$ cat src/rtl/snake_game_ctrl_if.sv
// Snake datapath <-> game sequencer link: move requests, direction,
// grow pulses and the per-tick status the snake reports back.
interface snake_game_ctrl_if;
   logic       o_game_rst_n;
   logic       o_tick;
   logic [1:0] o_dir;
   logic       o_eat;
   logic [1:0] i_head_dir;
   logic       i_tick_interval;
   logic       i_tick_done;
   logic       i_failure;
   logic       i_success;
   logic       i_apple_hit;

   modport master (
      output o_game_rst_n,
      output o_tick,
      output o_dir,
      output o_eat,
      input  i_head_dir,
      input  i_tick_interval,
      input  i_tick_done,
      input  i_failure,
      input  i_success,
      input  i_apple_hit
   );

   modport slave (
      input  o_game_rst_n,
      input  o_tick,
      input  o_dir,
      input  o_eat,
      output i_head_dir,
      output i_tick_interval,
      output i_tick_done,
      output i_failure,
      output i_success,
      output i_apple_hit
   );
endinterface

$ cat src/rtl/snake_game_ctrl.sv
// Snake game sequencer: game FSM, frame-paced move ticks with speed-up,
// direction latch with reversal guard, eat pulses and saturating score.
module snake_game_ctrl #(
   parameter int unsigned BASE_PERIOD   = 8,
   parameter int unsigned MIN_PERIOD    = 2,
   parameter int unsigned SPEEDUP_SHIFT = 2
) (
   input  logic        clk,
   input  logic        rst_n,
   input  logic        i_frame,
   input  logic        i_btn_up,
   input  logic        i_btn_down,
   input  logic        i_btn_left,
   input  logic        i_btn_right,
   input  logic        i_btn_start,
   snake_game_ctrl_if.master snk,
   output logic [1:0]  o_state,
   output logic [7:0]  o_score
);

   typedef enum logic [1:0] {
      IDLE = 2'b00,
      RUN  = 2'b01,
      DEAD = 2'b10,
      WIN  = 2'b11
   } state_e;

   state_e     state_q;
   logic       start_q;
   logic       tick_q;
   logic       eat_q;
   logic       hit_q;
   logic       grst_q;
   logic [1:0] dir_q;
   logic [7:0] score_q;
   logic [7:0] frame_q;

   logic       start_rise;
   logic [7:0] dec;
   logic [7:0] sub;
   logic [7:0] period;
   logic       elapse;
   logic       btn_any;
   logic [1:0] cand;
   logic       reversal;
   logic       fail_hit;

   localparam logic [7:0] BASE8 = 8'(BASE_PERIOD);
   localparam logic [7:0] MIN8  = 8'(MIN_PERIOD);

   assign start_rise = i_btn_start & ~start_q;
   assign fail_hit   = snk.i_failure & snk.i_tick_interval;

   // Period shrinks with score, saturating at zero before the floor clamp.
   always_comb begin
      dec    = score_q >> SPEEDUP_SHIFT;
      sub    = (dec >= BASE8) ? 8'd0 : BASE8 - dec;
      period = (sub < MIN8) ? MIN8 : sub;
      elapse = (frame_q >= period - 8'd1);
   end

   always_comb begin
      cand    = 2'b11;
      btn_any = 1'b1;
      priority case (1'b1)
         i_btn_up:    cand = 2'b00;
         i_btn_down:  cand = 2'b01;
         i_btn_left:  cand = 2'b10;
         i_btn_right: cand = 2'b11;
         default:     btn_any = 1'b0;
      endcase
      reversal = (cand[1] == snk.i_head_dir[1]) &&
                 (cand[0] != snk.i_head_dir[0]);
   end

   always_ff @(posedge clk) begin
      if (!rst_n) begin
         state_q <= IDLE;
         start_q <= 1'b0;
         tick_q  <= 1'b0;
         eat_q   <= 1'b0;
         hit_q   <= 1'b0;
         grst_q  <= 1'b0;
         dir_q   <= 2'b11;
         score_q <= 8'd0;
         frame_q <= 8'd0;
      end else begin
         start_q <= i_btn_start;
         grst_q  <= (state_q != IDLE);
         eat_q   <= 1'b0;
         if (eat_q && score_q != 8'hFF)
            score_q <= score_q + 8'd1;

         unique case (state_q)
            IDLE: begin
               tick_q  <= 1'b0;
               frame_q <= 8'd0;
               if (start_rise) begin
                  state_q <= RUN;
                  score_q <= 8'd0;
                  dir_q   <= 2'b11;
                  hit_q   <= 1'b0;
                  eat_q   <= 1'b0;
               end
            end

            RUN: begin
               if (btn_any && !reversal)
                  dir_q <= cand;

               // A new period beats the ack clear; an unacked tick merges.
               if (snk.i_tick_interval)
                  tick_q <= 1'b0;
               if (i_frame) begin
                  if (elapse) begin
                     frame_q <= 8'd0;
                     tick_q  <= 1'b1;
                  end else begin
                     frame_q <= frame_q + 8'd1;
                  end
               end

               if (snk.i_apple_hit && snk.i_tick_interval)
                  hit_q <= 1'b1;
               if (snk.i_tick_done && hit_q) begin
                  eat_q <= 1'b1;
                  hit_q <= 1'b0;
               end

               if (fail_hit) begin
                  state_q <= DEAD;
                  tick_q  <= 1'b0;
                  frame_q <= 8'd0;
               end else if (snk.i_success) begin
                  state_q <= WIN;
                  tick_q  <= 1'b0;
                  frame_q <= 8'd0;
               end
            end

            DEAD, WIN: begin
               tick_q  <= 1'b0;
               frame_q <= 8'd0;
               if (start_rise)
                  state_q <= IDLE;
            end

            default: state_q <= IDLE;
         endcase
      end
   end

   assign snk.o_game_rst_n = grst_q;
   assign snk.o_tick       = tick_q;
   assign snk.o_dir        = dir_q;
   assign snk.o_eat        = eat_q;
   assign o_state          = state_q;
   assign o_score          = score_q;

endmodule

$ cat src/flat_wrapper.sv
// flat-port wrapper written by rule: the top's interface ports become plain ports
module snake_game_ctrl_flat 
#(
   parameter int unsigned BASE_PERIOD   = 8,
   parameter int unsigned MIN_PERIOD    = 2,
   parameter int unsigned SPEEDUP_SHIFT = 2
)
  (clk, rst_n, i_frame, i_btn_up, i_btn_down, i_btn_left, i_btn_right, i_btn_start, o_state, o_score, snk_o_game_rst_n, snk_o_tick, snk_o_dir, snk_o_eat, snk_i_head_dir, snk_i_tick_interval, snk_i_tick_done, snk_i_failure, snk_i_success, snk_i_apple_hit);
  snake_game_ctrl_if snk_i ();
  input  logic clk;
  input  logic rst_n;
  input  logic i_frame;
  input  logic i_btn_up;
  input  logic i_btn_down;
  input  logic i_btn_left;
  input  logic i_btn_right;
  input  logic i_btn_start;
  output logic [1:0] o_state;
  output logic [7:0] o_score;
  output wire logic [$bits(snk_i.o_game_rst_n)-1:0] snk_o_game_rst_n;
  output wire logic [$bits(snk_i.o_tick)-1:0] snk_o_tick;
  output wire logic [$bits(snk_i.o_dir)-1:0] snk_o_dir;
  output wire logic [$bits(snk_i.o_eat)-1:0] snk_o_eat;
  input wire logic [$bits(snk_i.i_head_dir)-1:0] snk_i_head_dir;
  input wire logic [$bits(snk_i.i_tick_interval)-1:0] snk_i_tick_interval;
  input wire logic [$bits(snk_i.i_tick_done)-1:0] snk_i_tick_done;
  input wire logic [$bits(snk_i.i_failure)-1:0] snk_i_failure;
  input wire logic [$bits(snk_i.i_success)-1:0] snk_i_success;
  input wire logic [$bits(snk_i.i_apple_hit)-1:0] snk_i_apple_hit;
  assign snk_o_game_rst_n = snk_i.o_game_rst_n;
  assign snk_o_tick = snk_i.o_tick;
  assign snk_o_dir = snk_i.o_dir;
  assign snk_o_eat = snk_i.o_eat;
  assign snk_i.i_head_dir = snk_i_head_dir;
  assign snk_i.i_tick_interval = snk_i_tick_interval;
  assign snk_i.i_tick_done = snk_i_tick_done;
  assign snk_i.i_failure = snk_i_failure;
  assign snk_i.i_success = snk_i_success;
  assign snk_i.i_apple_hit = snk_i_apple_hit;
  snake_game_ctrl #(.BASE_PERIOD(BASE_PERIOD), .MIN_PERIOD(MIN_PERIOD), .SPEEDUP_SHIFT(SPEEDUP_SHIFT)) u_core (.clk(clk), .rst_n(rst_n), .i_frame(i_frame), .i_btn_up(i_btn_up), .i_btn_down(i_btn_down), .i_btn_left(i_btn_left), .i_btn_right(i_btn_right), .i_btn_start(i_btn_start), .snk(snk_i), .o_state(o_state), .o_score(o_score));
endmodule
$ cat config.mk
export PLATFORM = sky130hd
export DESIGN_NAME = snake_game_ctrl_flat
export DESIGN_NICKNAME = d
export VERILOG_FILES = /design/src/rtl/snake_game_ctrl_if.sv /design/src/rtl/snake_game_ctrl.sv /design/src/flat_wrapper.sv
export SDC_FILE = /design/constraint.sdc
export NUM_CORES = 1
export LEC_CHECK = 0
export CAP_MARGIN = 10
export CORE_MARGIN = 5
export CORE_UTILIZATION = 25
export CTS_CLUSTER_DIAMETER = 80
export DETAILED_ROUTE_END_ITERATION = 7
export GPL_ROUTABILITY_DRIVEN = 0
export PLACE_DENSITY = 0.52
export SYNTH_ARGS = -nofsm -noshare
export SYNTH_HDL_FRONTEND = slang
export SYNTH_SLANG_ARGS = --single-unit
export TNS_END_PERCENT = 20
$ cat constraint.sdc
create_clock -name clk -period 3.95 [get_ports clk]
set_input_delay 0.395 -clock clk [delete_from_list [all_inputs] [get_ports clk]]
set_output_delay 0.395 -clock clk [all_outputs]
set_load 0.02 [all_outputs]
=== Word-level counts from Yosys, hierarchy flattened ===
Cells that the tools add are included.

* Reduce and logical (&&, ||, !) cells: 15
* $lt $le $gt $ge: 3
* Multiplexer cells: 36
* Add/subtract/negate cells: 4
* Bitwise operators: 3
* Eq/ne operators: 12

{| class="wikitable"
|+ Operator list
! operator !! count
|-
| $mux 8 || 9
|-
| $add 8x1->8 const B || 2
|-
| $mux 2 || 8
|-
| $pmux 8 s2 || 1
|-
| $mux 1 || 14
|-
| $reduce_and 3->1 || 3
|-
| $ge 8x8->1 || 1
|-
| $lt 8x2->1 const B || 1
|-
| $ne 8x8->1 const B || 1
|-
| $sub 8x1->8 const B || 1
|-
| $sub 4x6->7 const A || 1
|-
| $ge 6x4->1 const B || 1
|-
| $ne 2x1->1 const B || 3
|-
| $pmux 2 s3 || 1
|-
| $logic_and 1x1->1 || 5
|-
| $eq 2x2->1 const B || 2
|-
| $ne 4x3->1 const B || 1
|-
| $pmux 1 s2 || 2
|-
| $pmux 2 s2 || 1
|-
| $reduce_bool 2->1 || 2
|-
| $ne 3x1->1 const B || 1
|-
| $ne 3x2->1 const B || 1
|-
| $reduce_or 3->1 || 1
|-
| $and 1x1->1 || 2
|-
| other kinds (8) || 8
|}

* Register bits: 25
* Input port bits: 15

=== Logic depth before layout (Yosys ltp) ===
* Word-level depth: 11
* Mapped depth: 15
* Gate-level depth less buffers: 15

=== Worst setup path after synthesis ===
Ideal clock, no wire load.

* Path kind: register to register
* From: register u_core.score_q[2], in the netlist u_core.o_score[2]
* To: register u_core.tick_q, in the netlist u_core.snk.o_tick
* Period minus slack after synthesis: 3,036 ps
* Data arrival time: 2,915 ps
* Path buffers: 0
* Data required time: 3,829 ps
* Path slack: 914 ps
* Setup time: 121 ps
* Stages on the path, launching flop included: 13
* Path through: dfxtp_1 inv_1 ha_1 o41ai_1 nand2_1 a21o_1 a22oi_1 ha_1 ha_1 a2111o_1 a21oi_4 o22ai_1 nor2b_1

* Longest elaborated chain between the ends: 11

{| class="wikitable"
|+ RTL lines
! what !! RTL line !! RTL
|-
| from (decl) || snake_game_ctrl.sv:35 || <nowiki>logic [7:0] score_q;</nowiki>
|-
| from (signal assigned) || snake_game_ctrl.sv:92 || <nowiki>score_q <= score_q + 8'd1;</nowiki>
|-
| $sub 4x6->7 or $ge 6x4->1 (tied branches) || snake_game_ctrl.sv:57 || <nowiki>sub = (dec >= BASE8) ? 8'd0 : BASE8 - dec;</nowiki>
|-
| $mux 8 (*) || snake_game_ctrl.sv:57 ||
|-
| $lt 8x2->1 || snake_game_ctrl.sv:58 || <nowiki>period = (sub < MIN8) ? MIN8 : sub;</nowiki>
|-
| $mux 8 (*) || snake_game_ctrl.sv:58 ||
|-
| $sub 8x1->8 (*) || snake_game_ctrl.sv:59 || <nowiki>elapse = (frame_q >= period - 8'd1);</nowiki>
|-
| $ge 8x8->1 (*) || snake_game_ctrl.sv:59 ||
|-
| $mux 1 (*) || snake_game_ctrl.sv:115 || <nowiki>if (elapse) begin</nowiki>
|-
| $mux 1 (*) || snake_game_ctrl.sv:114 || <nowiki>if (i_frame) begin</nowiki>
|-
| $mux 1 (*) || snake_game_ctrl.sv:134 || <nowiki>end else if (snk.i_success) begin</nowiki>
|-
| $mux 1 (*) || snake_game_ctrl.sv:130 || <nowiki>if (fail_hit) begin</nowiki>
|-
| $pmux 1 s2 (*) || snake_game_ctrl.sv:94 || <nowiki>unique case (state_q)</nowiki>
|-
| to (signal assigned) || snake_game_ctrl.sv:96 || <nowiki>tick_q <= 1'b0;</nowiki>
|-
| to (signal assigned) || snake_game_ctrl.sv:132 || <nowiki>tick_q <= 1'b0;</nowiki>
|-
| to (signal assigned) || snake_game_ctrl.sv:136 || <nowiki>tick_q <= 1'b0;</nowiki>
|-
| to (decl) || snake_game_ctrl.sv:30 || <nowiki>logic tick_q;</nowiki>
|}

Every way passes the cells marked *; elsewhere a longest branch is shown, timed or not.
A chain may end at the register's enable or synchronous reset.

=== Worst setup path in the final report ===
* From: register u_core.score_q[2], in the netlist u_core.o_score[2]
* To: register u_core.frame_q[2]

* Longest elaborated chain between the ends: 11

{| class="wikitable"
|+ RTL lines
! what !! RTL line !! RTL
|-
| $sub 4x6->7 or $ge 6x4->1 (tied branches) || snake_game_ctrl.sv:57 ||
|-
| $mux 8 (*) || snake_game_ctrl.sv:57 ||
|-
| $lt 8x2->1 || snake_game_ctrl.sv:58 ||
|-
| $mux 8 (*) || snake_game_ctrl.sv:58 ||
|-
| $sub 8x1->8 (*) || snake_game_ctrl.sv:59 ||
|-
| $ge 8x8->1 (*) || snake_game_ctrl.sv:59 ||
|-
| $mux 8 (*) || snake_game_ctrl.sv:115 ||
|-
| $mux 8 (*) || snake_game_ctrl.sv:114 ||
|-
| $mux 8 (*) || snake_game_ctrl.sv:134 ||
|-
| $mux 8 (*) || snake_game_ctrl.sv:130 ||
|-
| $pmux 8 s2 (*) || snake_game_ctrl.sv:94 ||
|-
| to (signal assigned) || snake_game_ctrl.sv:119 || <nowiki>frame_q <= frame_q + 8'd1;</nowiki>
|-
| to (decl) || snake_game_ctrl.sv:36 || <nowiki>logic [7:0] frame_q;</nowiki>
|}

Every way passes the cells marked *; elsewhere a longest branch is shown, timed or not. The select of a mux whose other input is x is not followed.

==> impl_metrics.ini <==
[yosys]
yosysTopAreaCell = dfxtp_1
yosys-top-cells-area = dfxtp_1, ha_1, nor2_1
synthDistinctLibCells = 43
synth.avg_cell_area_sq_um = 8.24
yosysTopAreaCellShare_pct = 33.6
synthCells = 181
synth_seq_area_share_pct = 33.6
synth-seq-cells = 25
synth_ff_type = dfxtp_1
postSynth.asyncResetShare_pct = 0
syn_nets = 209
ys.warnings.count = 0
synth_edf_count = 0
syn-cell-area_sq_mm = 0.00149

[layout]
final_area_sq_mm = 0.00191
layout-drive-gt1-share_pct = 5.21
antenna_cells = 0
final_nets = 240
final_util_pct = 32.7
area_growth_pct = 28.2

[grt]
grt_first_pass_wirelength_mm = 5.45
antenna_found_initial = 0
grt.total_usage_pct = 8.82
grt_pass1_vias = 1220
grt_max_degree = 14
gr-total-overflow = 0

[setup_path]
worst_ep_arrival_time_ps = 3350
crit_type = flip-flop to flip-flop
cp-start-kind = flip-flop
critPathMaxFanout = 8
cp.required_ps = 4150
crit_path_end_kind = flip-flop

[die]
dieArea_sq_mm = 0.00761
die_h_um = 87.2
die_w_um = 87.2
pin_count = 30
core_area_sq_mm = 0.00585
num_rows = 28
start_util_pct = 25.5

[power]
power_frac_clock_pct = 33.3
p_sw_share_pct = 23.7
powerDensity_mw_per_mm2 = 243
p_leak_nw = 0.704
peakVddDrop_mv = 0.109
p_int_mw = 0.354
p_seq_share_pct = 55.7
comb_power_share_pct = 11.1
switchingPower_mw = 0.110

[clocking]
cts_buffers = 3
clkSinkCount = 25
clk_latency_ps = 270
cts.htree.levels = 1
cts_setup_buffers = 0
cts_buffer_depth = 2
tritoncts = done
cts.root.buffer_cell = clkbuf_8
clkSlewWorstSetupHoldPaths_ps = 90
ctsHoldBuffers = 0
cts_resized = 0

[min_path]
min_path_type = flip-flop to flip-flop

[detailed_routing]
wirelength_mm = 3.22
drc_errors = 0
first_iter_violations = 102
dr.pass1.iters = 4
vias_per_cell = 4.66
vias = 1333
routedWlPerCell_um = 11.3
ant_nets = 0

[sta]
hold_viol = 0
skew_ps = 3.76
clock.fmax_ghz = 0.318
setup_viol = 0
finalMaxSlewViolations = 0
rsz0062_at_grt = no
fin_crit_ps = 3140
tns_ps = 0
fin_crit_sh_pct = 79.6

[placed_design]
placed_area_sq_mm = 0.00187
dpl.hpwl_mm = 2.51
port_buffers = 29

[run]
max-cap-violations = 0

[status]
status = completed
[cell usage after synthesis (2+ instances only)]
master    count
nand3b_1      2
nor3_1        3
and2_1        2
a22oi_1       2
and3_1        2
nand3_1       6
nor2_1       28
o211ai_1      2
xor2_1        7
nand2_1      16
a31oi_1       6
nand4_1       6
xnor2_1       6
a21o_1        3
a21oi_1       7
mux2i_1       3
inv_1        11
o21ai_1       4
a311oi_1      2
nor4_1        2
ha_1         13
clkbuf_1      3
dfxtp_1      25
[cell type report]
type	count	area (sq um)
clock buffers	4	45.0
fillers	616	3940
inverters	12	45.0
multi-input cells	140	930
flip-flops and latches	25	500
well taps	75	93.8
repair buffers	30	298
[path summary, 6_finish.rpt]
check	to	cells past startpoint	startpoint	slack (ps)
setup / recovery	u_core.frame_q[2]$_SDFFE_PN0P_	12	u_core.o_score[2]$_SDFF_PN0_	810
hold / removal	u_core.snk.o_eat$_SDFF_PN0_	2	u_core.hit_q$_SDFFE_PN0P_	460
setup reg to reg	u_core.frame_q[2]$_SDFFE_PN0P_	12	u_core.o_score[2]$_SDFF_PN0_	810
hold reg to reg	u_core.snk.o_eat$_SDFF_PN0_	2	u_core.hit_q$_SDFFE_PN0P_	460
[per-stage QoR]
stage	hold WS, ps	setup WS (ps)	cells	power (mW)
finish	461	806	286	0.464
global route	486	496	286	0.488
CTS	464	810	286	0.472
detailed placement	444	840	282	0.316
global placement	443	880	282	0.316
floorplan	423	914	181	0.288
[layer usage]
metal  GRT usage, %  up-vias  wire length [um]
li1               -      702                 -
met1           11.9      601              1660
met2           13.8       25              1360
met3           1.51        5               137
met4           3.77        0                61
met5              0        -                 0
[worst max-delay path, cell delays in order (launching register included)]
cell	delay, ps
dfxtp_1	500
inv_1	100
ha_1	250
o41ai_1	320
nand2_1	130
a21o_1	170
a22oi_1	140
ha_1	250
ha_1	270
a2111o_1	400
a21oi_4	270
nand4b_1	130
a31oi_1	160
[power groups by stage]
stage | combinational (mW) | clock (mW) | sequential (mW)
3_5_place_dp | 0.0517 | 0 | 0.264
6_report | 0.0513 | 0.154 | 0.259
2_1_floorplan | 0.0206 | 0 | 0.267
5_1_grt | 0.0568 | 0.172 | 0.259
3_3_place_gp | 0.0515 | 0 | 0.264
4_1_cts | 0.0520 | 0.162 | 0.259
[sequential cells by signal, indices dropped and copies added (netlist names)]
name	count
u_core.o_state	2
u_core.snk.o_dir	2
u_core.frame_q	8
u_core.o_score	8
u_core.snk.o_eat	1
u_core.snk.o_tick	1
u_core.hit_q	1
u_core.snk.o_game_rst_n	1
u_core.start_q	1
[logic make-up after synthesis]
logic type,synth area share [%]
other,0.251
adder cells (fa/ha/maj),10.9
XOR/XNOR,7.63
buffers and inverters,4.11
flip-flops,33.6
AO/OA/AOI/OAI,17.0
multiplexers,2.01
AND/OR/NAND/NOR,24.5
[layout by cell type (no fill, tap or decap), types with 2 or more instances in the layout]
cell type        Yosys  routed
nand4_1              6       6
and2_1               2       2
dfxtp_1             25      25
and3_1               2       2
a31oi_1              6       6
clkdlybuf4s50_1      0      29
a21o_1               3       3
mux2i_1              3       3
inv_1               11      11
nor2_1              28      28
ha_1                13      13
nor4_1               2       2
xnor2_1              6       6
clkbuf_8             0       3
xor2_1               7       7
nor3_1               3       3
o21ai_1              4       4
nand2_1             16      16
a311oi_1             2       2
a21oi_1              7       7
nand3b_1             2       2
nand3_1              6       6
a22oi_1              2       2
o211ai_1             2       2
Note: power is estimated with default switching activity, not from simulation.
